--- src/rtl/program_loader_pkg.sv ---
// Shared definitions for the program loader: FSM encoding, default timeout
// and a helper that classifies the states in which a load is in flight.
package program_loader_pkg;

    typedef enum logic [2:0] {
        ST_IDLE = 3'd0,
        ST_LEN  = 3'd1,
        ST_DATA = 3'd2,
        ST_CSUM = 3'd3,
        ST_DONE = 3'd4,
        ST_ERR  = 3'd5
    } state_e;

    localparam int DEFAULT_TIMEOUT_CYC = 1024;

    function automatic logic is_busy(input state_e s);
        return (s == ST_LEN) || (s == ST_DATA) || (s == ST_CSUM);
    endfunction

endpackage

--- src/rtl/program_loader_timeout.sv ---
// Idle-cycle watchdog: counts enabled cycles since the last clear and flags
// the cycle on which the LIMIT-th consecutive idle cycle completes.
module loader_timeout #(
    parameter int LIMIT = 1024
) (
    input  logic clk,
    input  logic rst,
    input  logic clr,
    input  logic en,
    output logic expired
);

    localparam int CW = $clog2(LIMIT + 1);
    localparam logic [CW-1:0] LAST_CNT = CW'(LIMIT - 1);

    logic [CW-1:0] cnt_q, cnt_d;

    always_comb begin
        cnt_d = cnt_q;
        if (clr) begin
            cnt_d = '0;
        end else if (en && !expired) begin
            cnt_d = cnt_q + CW'(1);
        end
    end

    // Not gated by clr so the caller may derive clr from the next state.
    assign expired = en && (cnt_q == LAST_CNT);

    always_ff @(posedge clk or posedge rst) begin
        if (rst) begin
            cnt_q <= '0;
        end else begin
            cnt_q <= cnt_d;
        end
    end

endmodule

--- src/rtl/program_loader.sv ---
// Receives a length-prefixed, checksummed program over a byte stream, writes
// the payload into program memory and holds the CPU in reset meanwhile.
module program_loader
    import program_loader_pkg::*;
#(
    parameter int ADDR_W      = 8,
    parameter int TIMEOUT_CYC = DEFAULT_TIMEOUT_CYC
) (
    input  logic              clk,
    input  logic              rst,
    input  logic              load_req,
    input  logic              byte_valid,
    input  logic [7:0]        byte_data,
    output logic              byte_ready,
    output logic              mem_we,
    output logic [ADDR_W-1:0] mem_addr,
    output logic [7:0]        mem_wdata,
    output logic              cpu_rst,
    output logic              busy,
    output logic              done,
    output logic              error,
    output state_e            dbg_state
);

    localparam int CW = (ADDR_W > 8) ? ADDR_W : 8;

    state_e            state_q, state_d;
    logic [7:0]        len_q, len_d;
    logic [ADDR_W-1:0] addr_q, addr_d;
    logic [7:0]        acc_q, acc_d;
    logic              byte_ready_q, byte_ready_d;
    logic              mem_we_q, mem_we_d;
    logic [ADDR_W-1:0] mem_addr_q, mem_addr_d;
    logic [7:0]        mem_wdata_q, mem_wdata_d;
    logic              cpu_rst_q, cpu_rst_d;
    logic              busy_q, busy_d;
    logic              done_q, done_d;
    logic              error_q, error_d;

    logic              xfer;
    logic              last_byte;
    logic              tmo_clr, tmo_en, tmo_expired;
    logic [CW-1:0]     idx_next;

    // Handshake: a byte moves on a rising edge where byte_valid and byte_ready
    // are both high; a simultaneous load_req wins and the byte is dropped.
    assign xfer      = byte_valid && byte_ready_q && !load_req;
    assign idx_next  = CW'(addr_q) + CW'(1);
    assign last_byte = (idx_next == CW'(len_q));

    assign tmo_clr = load_req || xfer || !is_busy(state_q);
    assign tmo_en  = is_busy(state_q) && !xfer;

    loader_timeout #(.LIMIT(TIMEOUT_CYC)) u_timeout (
        .clk     (clk),
        .rst     (rst),
        .clr     (tmo_clr),
        .en      (tmo_en),
        .expired (tmo_expired)
    );

    always_ff @(posedge clk or posedge rst) begin
        if (rst) begin
            state_q <= ST_IDLE;
        end else begin
            state_q <= state_d;
        end
    end

    always_comb begin
        state_d = state_q;
        if (load_req) begin
            state_d = ST_LEN;
        end else begin
            case (state_q)
                ST_LEN: begin
                    if (xfer)             state_d = (byte_data == 8'd0) ? ST_ERR : ST_DATA;
                    else if (tmo_expired) state_d = ST_ERR;
                end
                ST_DATA: begin
                    if (xfer && last_byte) state_d = ST_CSUM;
                    else if (tmo_expired)  state_d = ST_ERR;
                end
                ST_CSUM: begin
                    if (xfer)             state_d = (byte_data == acc_q) ? ST_DONE : ST_ERR;
                    else if (tmo_expired) state_d = ST_ERR;
                end
                default: ;
            endcase
        end
    end

    // Status outputs are registered from the next state so they track the
    // state register with no extra cycle of lag.
    always_comb begin
        byte_ready_d = is_busy(state_d);
        busy_d       = is_busy(state_d);
        cpu_rst_d    = is_busy(state_d) || (state_d == ST_ERR);
        done_d       = (state_d == ST_DONE);
        error_d      = (state_d == ST_ERR);
    end

    always_comb begin
        len_d       = len_q;
        addr_d      = addr_q;
        acc_d       = acc_q;
        mem_we_d    = 1'b0;
        mem_addr_d  = mem_addr_q;
        mem_wdata_d = mem_wdata_q;
        if (load_req) begin
            len_d  = 8'd0;
            addr_d = '0;
            acc_d  = 8'd0;
        end else if (xfer) begin
            if (state_q == ST_LEN) begin
                len_d = byte_data;
            end else if (state_q == ST_DATA) begin
                mem_we_d    = 1'b1;
                mem_addr_d  = addr_q;
                mem_wdata_d = byte_data;
                addr_d      = addr_q + ADDR_W'(1);
                acc_d       = acc_q + byte_data;
            end
        end
    end

    always_ff @(posedge clk or posedge rst) begin
        if (rst) begin
            len_q        <= 8'd0;
            addr_q       <= '0;
            acc_q        <= 8'd0;
            byte_ready_q <= 1'b0;
            mem_we_q     <= 1'b0;
            mem_addr_q   <= '0;
            mem_wdata_q  <= 8'd0;
            cpu_rst_q    <= 1'b0;
            busy_q       <= 1'b0;
            done_q       <= 1'b0;
            error_q      <= 1'b0;
        end else begin
            len_q        <= len_d;
            addr_q       <= addr_d;
            acc_q        <= acc_d;
            byte_ready_q <= byte_ready_d;
            mem_we_q     <= mem_we_d;
            mem_addr_q   <= mem_addr_d;
            mem_wdata_q  <= mem_wdata_d;
            cpu_rst_q    <= cpu_rst_d;
            busy_q       <= busy_d;
            done_q       <= done_d;
            error_q      <= error_d;
        end
    end

    assign byte_ready = byte_ready_q;
    assign mem_we     = mem_we_q;
    assign mem_addr   = mem_addr_q;
    assign mem_wdata  = mem_wdata_q;
    assign cpu_rst    = cpu_rst_q;
    assign busy       = busy_q;
    assign done       = done_q;
    assign error      = error_q;
    assign dbg_state  = state_q;

endmodule

--- config.mk ---
export PLATFORM = sky130hd
export DESIGN_NAME = program_loader
export DESIGN_NICKNAME = d
export VERILOG_FILES = /design/src/rtl/program_loader_pkg.sv /design/src/rtl/program_loader_timeout.sv /design/src/rtl/program_loader.sv
export SDC_FILE = /design/constraint.sdc
export NUM_CORES = 1
export LEC_CHECK = 0
export ABC_AREA = 1
export CORE_MARGIN = 4
export CORE_UTILIZATION = 30
export DETAILED_ROUTE_END_ITERATION = 12
export PLACE_DENSITY = 0.6
export SLEW_MARGIN = 25
export SYNTH_ARGS = -nofsm -noshare
export SYNTH_HDL_FRONTEND = slang
export SYNTH_HIERARCHICAL = 1
export SYNTH_SLANG_ARGS = --single-unit
--- constraint.sdc ---
create_clock -name clk -period 2.2 [get_ports clk]
set_clock_uncertainty 0.1 [all_clocks]
set_input_delay 0.22 -clock clk [delete_from_list [all_inputs] [get_ports clk]]
set_output_delay 0.22 -clock clk [all_outputs]
set_load 0.005 [all_outputs]
==> impl_metrics.ini <==
[worst_setup_path]
cp_data_required_time_ns = 2.38
worst-setup-path-type = flop to flop
regToRegSetupSlack_ns = 0.20
crit_path_start_kind = flop
worstPathArrival_ns = 2.19
endpoint_kind = flop
crit_fanout = 4
rr_worst_depth = 14

[global_routing]
global_route_wire_length_before_repair_mm = 13.5
pin_count_of_the_biggest_net_entering_global_routing = 39
antenna_found_initial = 0
gr-usage-all-layers = 0.129
first_global_vias = 2943
global_route.overflow_total = 0

[cts]
cts_post_setup_buffers_inserted = 0
max-clock-path-buffers = 2
tritoncts = built
master_cell_of_the_clock_root_buffer = sky130_fd_sc_hd__clkbuf_8
clk_latency_ns = 0.35
clkSinkCount = 59
clk_pin_slew_worst_paths_ns = 0.08
number_of_buffers_created_by_cts = 9
htreeDepth = 3

[yosys]
netlist_top_cells_count = 104 x sky130_fd_sc_hd__nand2_1, 59 x sky130_fd_sc_hd__dfrtp_1, 52 x sky130_fd_sc_hd__inv_1
synth_area_per_cell_um2 = 7.92
postSynth.asyncResetShare = 1.00
synth-warning-count = 6
postSynthRegisterBits = 59
synth_top_cell_area_share = 0.440
ys_types = 39
portion_of_the_post_synthesis_area_used_by_sequential_elements = 0.440
ys_top_cells_by_area = sky130_fd_sc_hd__dfrtp_1 44%, sky130_fd_sc_hd__nand2_1 12%, sky130_fd_sc_hd__nand3_1 6.4%
mappedNetlistNets = 445
yosys_most_used_dff = sky130_fd_sc_hd__dfrtp_1
synth_edf_count = 0
yosys.cell_count.top_type = sky130_fd_sc_hd__nand2_1
syn-cell-area_um2 = 3350
synthDominantAreaCellType = sky130_fd_sc_hd__dfrtp_1
netlist_instances = 423

[place]
dp_cells = 615
detailedPlacementHpwl_mm = 6.10
global_placement_routability_congestion = 0.884
port-buffer-count = 36
placement.setup.worst_slack_ns = -0.180

[timing]
period_needed_ns = 2.00
fin_worst_hold_slack_ns = 0.131
setup_total_negative_slack_ns = 0
setup_violations = 0
timing.slew.headroom = 0.630
fmaxAchievable_ghz = 0.499
min_period_over_period = 0.911
worst_pin_slew_ns = 0.554
finalHoldViolations = 0
finalWorstSetupSlack_ns = 0.196
rsz0062_at_grt = yes
final-max-slew-violation-count = 0

[finish]
fin_cells = 631
layout_cell_share_with_drive_strength_beyond_1 = 0.167
syn2layout_area_growth_pct = 27.4
num-nets-final = 508
num-fill-cells = 1133
number_of_inserted_diodes = 0

[die]
die-height_um = 114
initial_core_util = 0.308
boundaryPins = 37
dieWidth_um = 114
core_area_um2 = 10900
placementRows = 38
dieArea_um2 = 12900

[drt]
drtAntennaViolNets = 0
drt-initial-drc-count = 145
drc_markers = 0
drt_pass1_iterations = 4
route.detailed.wl_per_inst_um = 12.7
vias_after_detailed_routing = 2922
route.detailed.vias_per_inst = 4.63
detail_route.wirelength_mm = 8.01

[power]
pwr-share-clk = 0.300
power.switching_w = 0.00122
comb_power_share = 0.327
power-per-cell-area_nw_per_um2 = 819
finalPower_w = 0.00350
p_seq_frac = 0.374
cellLeakagePower_nw = 1.99
intPower_w = 0.00228
switching_share = 0.348
power.ir.vdd_worst_uv = 338

[hold_path]
timing.hold.worst.class = input port to asynchronous set/reset pin

[outcome]
outcome = finished, final reports clean

[job]
max_cap_violations = 0
[area by class of cell]
class	count	area (µm²)	area share
multi-input cells	296	1620	0.379
flip-flops and latches	59	1480	0.346
repair buffers	59	558	0.131
inverters	61	234	0.0548
well taps	140	175	0.0410
clock buffers	9	124	0.0290
clock inverters	7	85.1	0.0199
[critical path: stages (launching register included)]
cell and delay [ns]:
sky130_fd_sc_hd__dfrtp_1 0.43, sky130_fd_sc_hd__ha_1 0.31, sky130_fd_sc_hd__inv_1 0.09, sky130_fd_sc_hd__nand2_1 0.05, sky130_fd_sc_hd__nand2_1 0.07, sky130_fd_sc_hd__nand3_1 0.07
sky130_fd_sc_hd__nor2_1 0.11, sky130_fd_sc_hd__nand3_1 0.11, sky130_fd_sc_hd__nor2_4 0.13, sky130_fd_sc_hd__nand3_1 0.09, sky130_fd_sc_hd__nand2_1 0.08, sky130_fd_sc_hd__nand2_1 0.08
sky130_fd_sc_hd__nand2_2 0.10, sky130_fd_sc_hd__nand2_1 0.06, sky130_fd_sc_hd__nand2_1 0.06
[registers in the layout (all words and copies together) (netlist names), 3 cells and up]
signal           count
mem_addr             8
u_timeout/cnt_q     11
mem_wdata            8
dbg_state            3
acc_q                8
addr_q               8
len_q                8
[power by group through the flow]
stage / sequential, W / clock [W] / combinational, W
final: 0.00131 / 0.00105 / 0.00114
after detailed placement: 0.00133 / 0 / 0.00114
after CTS: 0.00131 / 0.00108 / 0.00114
after global routing: 0.00133 / 0.00113 / 0.00126
after floorplan: 0.00135 / 0 / 0.000607
after global placement: 0.00132 / 0 / 0.00113
[worst paths after layout]
path                                          from                              to
min in group clk           mem_addr[3]$_DFFE_PP0P_         mem_addr[3]$_DFFE_PP0P_
max reg2reg                  addr_q[1]$_DFFE_PP0P_               cpu_rst$_DFF_PP0_
min                                            rst  u_timeout/cnt_q[8]$_DFFE_PP0P_
max                          addr_q[1]$_DFFE_PP0P_               cpu_rst$_DFF_PP0_
min reg2reg                mem_addr[3]$_DFFE_PP0P_         mem_addr[3]$_DFFE_PP0P_
max in group asynchronous                      rst            len_q[7]$_DFFE_PP0P_
[layout by cell type, fill, tap and decap left out, types with 2 or more instances in the layout]
master and instances:
sky130_fd_sc_hd__nand2_1 104, sky130_fd_sc_hd__dfrtp_1 59, sky130_fd_sc_hd__inv_1 51, sky130_fd_sc_hd__nand3_1 43
sky130_fd_sc_hd__clkdlybuf4s50_1 36, sky130_fd_sc_hd__nor2_1 33, sky130_fd_sc_hd__o21ai_0 26, sky130_fd_sc_hd__buf_4 21
sky130_fd_sc_hd__a21oi_1 11, sky130_fd_sc_hd__nand2_2 9, sky130_fd_sc_hd__ha_1 9, sky130_fd_sc_hd__clkbuf_8 9
sky130_fd_sc_hd__inv_2 8, sky130_fd_sc_hd__o22ai_1 8, sky130_fd_sc_hd__o21ai_1 7, sky130_fd_sc_hd__nor2_4 6
sky130_fd_sc_hd__nand3_2 6, sky130_fd_sc_hd__nand4_1 6, sky130_fd_sc_hd__nor3_1 4, sky130_fd_sc_hd__clkinv_4 4
sky130_fd_sc_hd__nor2_2 3, sky130_fd_sc_hd__xnor2_1 2, sky130_fd_sc_hd__and2_1 2, sky130_fd_sc_hd__o21bai_1 2
sky130_fd_sc_hd__inv_6 2, sky130_fd_sc_hd__buf_12 2
[layer usage]
metal	GRT usage	part of all wire	up-vias
li1	-	-	1504
met1	0.155	0.44	1359
met2	0.228	0.50	49
met3	0.0361	0.047	10
met4	0.0337	0.013	0
met5	0	0	-
[per-stage QoR]
step           instance area, µm²  utilization
3_3_place_gp                 4050        0.372
2_1_floorplan                3350            -
4_1_cts                      4260        0.391
3_5_place_dp                 4050        0.372
6_report                     4270        0.392
5_1_grt                      4270        0.392
[cells by family after synthesis]
family | Yosys count | synth area share
XOR/XNOR | 3 | 0.00784
buffers and inverters | 68 | 0.0803
AND/OR/NAND/NOR | 223 | 0.329
flip-flops | 59 | 0.440
adder cells (fa/ha/maj) | 10 | 0.0396
AO/OA/AOI/OAI | 60 | 0.103
[timing repair]
| item | 4_1_cts | 5_1_grt |
|---|---|---|
| gates resized for setup | 0 | 2 |
| hold buffers | 0 | 0 |
| setup endpoints to repair | 0 | 3 |
(Power assumes the default switching activity.)
